File: config.mk
export PLATFORM = sky130hd
export DESIGN_NAME = fetch_unit
export DESIGN_NICKNAME = d
export VERILOG_FILES = /design/src/rtl/fetch_unit.sv
export SDC_FILE = /design/constraint.sdc
export NUM_CORES = 1
export LEC_CHECK = 0
export CAP_MARGIN = 0
export CORE_MARGIN = 2
export CORE_UTILIZATION = 45
export DETAILED_ROUTE_END_ITERATION = 7
export GPL_TIMING_DRIVEN = 0
export PLACE_DENSITY = 0.78
export RECOVER_POWER = 50
export SYNTH_ARGS = -nofsm -noshare
export SYNTH_HDL_FRONTEND = slang
export SYNTH_SLANG_ARGS = --single-unit
export TNS_END_PERCENT = 1
File: constraint.sdc
create_clock -name clk -period 5.67 [get_ports clk]
set_input_delay 1.4175 -clock clk [delete_from_list [all_inputs] [get_ports clk]]
set_output_delay 1.4175 -clock clk [all_outputs]
set_load 0.01 [all_outputs]
File: src/rtl/fetch_unit.sv
// Instruction-fetch stage: owns the fetch PC, drives the instruction bus and
// presents the fetched instruction (or a held copy) to the IF/ID register.
package fetch_pkg;

    typedef struct packed {
        logic        valid;
        logic [63:0] addr;
    } ibus_req_t;

    typedef struct packed {
        logic        addr_ok;
        logic        data_ok;
        logic [31:0] data;
    } ibus_resp_t;

    typedef struct packed {
        logic        valid;
        logic [63:0] pc;
        logic [31:0] instr;
    } fetch_data_t;

endpackage

module fetch_unit
    import fetch_pkg::*;
#(
    parameter logic [63:0] PC_RESET = 64'h0000_0000_8000_0000
) (
    input  logic        clk,
    input  logic        reset,
    output ibus_req_t   ireq,
    input  ibus_resp_t  iresp,
    input  logic        stall,
    input  logic        redirect,
    input  logic [63:0] redirect_pc,
    output fetch_data_t dataF_nxt,
    output logic        busy
);

    typedef enum logic [1:0] {
        REQ     = 2'd0,
        HOLD    = 2'd1,
        DISCARD = 2'd2
    } state_t;

    state_t      stateR, stateNext;
    logic [63:0] pcR, pcNext;
    logic [63:0] tgtPcR, tgtPcNext;
    logic [63:0] bufPcR, bufPcNext;
    logic [31:0] bufInstrR, bufInstrNext;

    // Sequential PC advance; wraps modulo 2^64 with no alignment check.
    function automatic logic [63:0] incPc(input logic [63:0] pcIn);
        return pcIn + 64'd4;
    endfunction

    // The transaction completes on data_ok alone; addr_ok is informational here.
    logic unusedAddrOk;
    assign unusedAddrOk = iresp.addr_ok;

    // State, PC and buffer registers with synchronous reset.
    always_ff @(posedge clk) begin
        if (reset) begin
            stateR    <= REQ;
            pcR       <= PC_RESET;
            tgtPcR    <= 64'd0;
            bufPcR    <= 64'd0;
            bufInstrR <= 32'd0;
        end else begin
            stateR    <= stateNext;
            pcR       <= pcNext;
            tgtPcR    <= tgtPcNext;
            bufPcR    <= bufPcNext;
            bufInstrR <= bufInstrNext;
        end
    end

    // Next-state logic and bus/pipeline outputs.
    always_comb begin
        stateNext    = stateR;
        pcNext       = pcR;
        tgtPcNext    = tgtPcR;
        bufPcNext    = bufPcR;
        bufInstrNext = bufInstrR;
        ireq         = '0;
        dataF_nxt    = '0;
        busy         = 1'b0;

        case (stateR)
            REQ: begin
                ireq.valid = 1'b1;
                ireq.addr  = pcR;
                busy       = ~iresp.data_ok;
                if (iresp.data_ok) begin
                    // A same-cycle redirect squashes the instruction just returned.
                    dataF_nxt.valid = ~redirect;
                    dataF_nxt.pc    = pcR;
                    dataF_nxt.instr = iresp.data;
                    if (redirect) begin
                        pcNext = redirect_pc;
                    end else if (!stall) begin
                        pcNext = incPc(pcR);
                    end else begin
                        bufPcNext    = pcR;
                        bufInstrNext = iresp.data;
                        stateNext    = HOLD;
                    end
                end else if (redirect) begin
                    tgtPcNext = redirect_pc;
                    stateNext = DISCARD;
                end else begin
                    stateNext = REQ;
                end
            end

            HOLD: begin
                dataF_nxt.valid = ~redirect;
                dataF_nxt.pc    = bufPcR;
                dataF_nxt.instr = bufInstrR;
                if (redirect) begin
                    pcNext    = redirect_pc;
                    stateNext = REQ;
                end else if (!stall) begin
                    pcNext    = incPc(bufPcR);
                    stateNext = REQ;
                end else begin
                    stateNext = HOLD;
                end
            end

            DISCARD: begin
                // Keep the stale request on the bus until its response drains.
                ireq.valid = 1'b1;
                ireq.addr  = pcR;
                busy       = ~iresp.data_ok;
                if (iresp.data_ok) begin
                    pcNext    = redirect ? redirect_pc : tgtPcR;
                    stateNext = REQ;
                end else if (redirect) begin
                    tgtPcNext = redirect_pc;
                end else begin
                    stateNext = DISCARD;
                end
            end

            default: begin
                stateNext = REQ;
            end
        endcase

        if (reset) begin
            ireq      = '0;
            dataF_nxt = '0;
        end else begin
            ireq      = ireq;
            dataF_nxt = dataF_nxt;
        end
    end

endmodule

After elaboration in Yosys (flattened, before gate mapping)
Index checks and enable logic that the tools add are counted.
Widths: inputs -> output; s select.
- muxes and demuxes: 23
- add/subtract/negate cells: 2
- reduce and logical (&&, ||, !) cells: 7
- equal/unequal tests: 9
- bitwise gates (word level): 2
- operator list (cell ; number):
    $mux 64 ; 7
    $mux 97 ; 2
    $pmux 97 s2 ; 1
    $pmux 64 s3 ; 1
    $mux 65 ; 2
    $add 64x3->64 const B ; 2
    $ne 3x3->1 const B ; 5
    $mux 2 ; 6
    $pmux 2 s3 ; 1
    $reduce_and 5->1 ; 1
    $ne 2x2->1 const B ; 2
    $reduce_and 4->1 ; 1
    $mux 1 ; 3
    $reduce_and 3->1 ; 1
    $reduce_bool 3->1 ; 1
    $eq 2x1->1 const B ; 1
    $eq 2x2->1 const B ; 1
    $logic_not 2->1 ; 1
    $not 1->1 ; 2
    $reduce_and 2->1 ; 1
    $reduce_or 2->1 ; 1
- input port bits: 102
- word-level logic and storage cells: 48
- register bits: 226
- output and inout bits: 163

Logic depth before layout (Yosys ltp)
- depth in word-level cells: 5
- mapped depth: 12
- gate-level depth less buffers: 9

Worst setup path after synthesis
OpenSTA, ideal clock, no wires.
- path type: input -> output
- start point: input port iresp[32] (netlist name)
- end point: output port dataF_nxt[96] (netlist name)
- setup slack: 1.584 ns
- stages on the path: 6
- arrival time: 2.668 ns
- path buffers: 3
- required time: 4.253 ns
- cells stage by stage: and2_1 > clkbuf_1 > clkbuf_1 > clkbuf_1 > nor2_1 > nor3_1
- RTL lines (what ; RTL line ; text):
    start: declaration ; 32 ; input ibus_resp_t iresp,
    end: declaration ; 36 ; output fetch_data_t dataF_nxt,

==> impl_metrics.json <==
{
  "timing.clock.skew_ps": 21.5,
  "fillers": 2974,
  "die_width_um": 182,
  "timing.critical_path.slowest_cell_delay_ps": 660,
  "synth_enable_flop_cells": 0,
  "drt-wirelength-per-cell_um": 24.7,
  "p_int_mw": 3.15,
  "slew_headroom_pct": 1.94,
  "grt.overflow.total": 0,
  "cp_data_required_time_ps": 4250,
  "ctsHoldBuffers": 0,
  "clockPowerShare_pct": 40.2,
  "worst_path_most_repeated_cell": "clkdlybuf4s50_1",
  "port_buffers": 262,
  "worstMarginPinSlew_ps": 1470,
  "most-common-layout-cells": "nand2_1, clkdlybuf4s50_1, a21oi_1",
  "cts-root-to-sink-buffers": 3,
  "grt_antenna_before_repair": 3,
  "syn_nets": 2209,
  "grt_setup_unrepaired": "false",
  "startpoint_type": "input port",
  "gpl.final_weighted_congestion": 1.01,
  "yosysUniqueCellTypes": 74,
  "grt_start_max_net_pins": 20,
  "maxClockFrequency_ghz": 0.177,
  "critPathSlowestCell": "and2_2",
  "first_global_vias": 16600,
  "timing.critical_path.max_delay_family": "buffers and inverters",
  "cts_inserted_buffers": 27,
  "yosysWarnings": 0,
  "switching_share_pct": 32.8,
  "detail_route_met3_wl_mm": 8.90,
  "wirelength_mm": 69.5,
  "top_level_ports": 265,
  "cts_resized": 9,
  "synth_ff_type": "dfxtp_1",
  "area_delta_synth_final_pct": 28.5,
  "pd_cells_nw_per_um2": 255,
  "worst_ir_drop_vdd_uv": 191,
  "die-height_um": 182,
  "clock_tree.root_cell": "clkbuf_16",
  "slew_violations": 0,
  "drt-pass1-iter-count": 7,
  "initial_util_pct": 45.6,
  "critPathKind": "input port to output port",
  "period_minus_slack_ps": 5660,
  "synth_sequential_area_ratio_pct": 31.6,
  "detail_route.iter0.violations": 2662,
  "route.layer.met1.wl_mm": 26.6,
  "synth_async_sr_flop_share_pct": 0,
  "drc": 0,
  "core.rowCount": 65,
  "critical_path.n_buffers_inverters": 3,
  "critical_path.endpoint_type": "output port",
  "fin_tns_setup_ps": 0,
  "yosys.area.top_type": "dfxtp_1",
  "cp_max_fo": 19,
  "crit_path_arrival_time_ps": 4240,
  "fin_nets": 2499,
  "cts-htree-levels": 1,
  "syn-instance-count": 2101,
  "count_of_max_cap_constraint_violations": 0,
  "seq_cells_post_synth": 226,
  "place_hpwl_mm": 50.7,
  "routed-wl-met2_mm": 30.0,
  "synth_largest_type_area_fraction_pct": 31.6,
  "post_synthesis_cell_area_um2": 14300,
  "layout-drive-gt1-share_pct": 4.10,
  "total_number_of_clock_tree_sinks": 226,
  "grt_first_pass_wirelength_mm": 102,
  "timing.critical_path.cells": "clkdlybuf4s50_1 -> and2_2 -> clkbuf_2 -> nor2_1 -> nor3_1 -> clkdlybuf4s50_1",
  "power.sequential.fraction_pct": 37.8,
  "post_synthesis_average_cell_area_um2": 6.81,
  "top_layer": "met5",
  "p_sw_mw": 1.54,
  "power.share.combinational_pct": 22.1,
  "power_leakage_nw": 6.06,
  "outcome": "finished, final reports clean",
  "globalRouteTotalUtil_pct": 40.1,
  "netlist_top_cells_area": "dfxtp_1, nand2_1, a21oi_1",
  "final_antenna_net_count": 0,
  "most_common_library_cell_in_the_layout_ignoring_fill_and_taps": "nand2_1",
  "design.die.area_um2": 33200,
  "clock_insertion_delay_worst_skew_ps": 580,
  "finalSetupViolations": 0,
  "vias_per_cell": 6.39,
  "post-cts-setup-buffers": 0,
  "clk_pin_slew_ps": 60,
  "fin_crit_sh_pct": 99.8,
  "hold_path.class": "flip-flop to flip-flop",
  "tritoncts": "yes",
  "vias": 18000,
  "total_design_power_mw": 4.69,
  "core_area_um2": 31400,
  "timing_hold_violations_final": 0
}
per-stage QoR:
| stage | setup WS (ps) | cells | hold slack [ps] | instance area [µm²] | utilization [%] |
|---|---|---|---|---|---|
| after detailed placement | -785 | 2765 | 447 | 17400 | 55.5 |
| final | 10.2 | 2815 | 458 | 18400 | 58.6 |
| after global placement | -702 | 2765 | 440 | 17400 | 55.5 |
| after floorplan | 1580 | 2101 | 434 | 14300 | - |
| after global routing | 47.1 | 2815 | 470 | 18400 | 58.6 |
| after CTS | 138 | 2813 | 456 | 18400 | 58.5 |
tightest hold or removal path: stages (launching register included):
cell     delay, ps
dfxtp_1        310
nand2_1         50
a21oi_1         50
logic make-up (layout without fill, tap and decap cells):
kind of cell	count (synthesis)	in the layout	share of synthesized area, %
AOI/OAI and AO/OA	634	634	27.5
xor gates and xnor gates	54	54	3.31
adders and majority gates	6	6	0.525
buffers and inverters	231	542	6.81
DFF	226	226	31.6
muxes	4	4	0.289
other	0	1	0
and+or+nand+nor	946	946	29.9
power by group through the flow:
stage | Combinational (mW) | Sequential, mW | Clock, mW
after CTS | 0.995 | 1.76 | 1.87
after global routing | 1.09 | 1.78 | 1.93
final | 1.04 | 1.77 | 1.88
after detailed placement | 0.990 | 1.80 | 0
after global placement | 0.979 | 1.80 | 0
after floorplan | 0.534 | 1.77 | 0
sequential cells by signal (all words and copies together) (netlist names):
| name | flops |
|---|---|
| pcR | 64 |
| tgtPcR | 64 |
| bufInstrR | 32 |
| bufPcR | 64 |
| stateR | 2 |
final cells by class:
class | instances | area (µm²) | share of cell area [%]
antenna | 1 | 2.50 | 0.0136
buffer | 198 | 862 | 4.69
clock inverter | 11 | 144 | 0.783
clock buffer | 39 | 791 | 4.30
inverter | 31 | 116 | 0.633
multi-input combinational | 1644 | 8820 | 48.0
sequential | 226 | 4520 | 24.6
tap | 402 | 503 | 2.74
timing repair buffer | 263 | 2630 | 14.3
cells in the mapped netlist (all sizes together) (13+ instances only):
cell,instances
xnor2,32
and4,20
nor4,22
buf,34
o211ai,28
xor2,22
a211oi,19
nand3,49
nand4,43
a21oi,247
dfxtp,226
a221oi,19
and2,55
inv,30
o21ai,114
and3,16
a21o,13
o31ai,15
nor2,169
a22oi,97
or3,14
nand2,475
a31oi,15
clkbuf,164
nor3,53
metal layers:
metal	global-route usage, %	vias to the layer above
li1	-	8019
met5	0	-
met3	11.7	258
met4	20.0	2
met1	50.1	8418
met2	63.1	1282
path summary, 6_finish.rpt:
path                          start                      to  slack, ps  cells after the start
max                       iresp[32]           dataF_nxt[96]         10                      6
min          tgtPcR[8]$_SDFFE_PP0P_  tgtPcR[8]$_SDFFE_PP0P_        460                      2
max reg2reg  stateR[0]$_SDFFE_PP0P_    pcR[20]$_SDFFE_PP0P_       1110                     12
min reg2reg  tgtPcR[8]$_SDFFE_PP0P_  tgtPcR[8]$_SDFFE_PP0P_        460                      2
(Power assumes the default switching activity.)
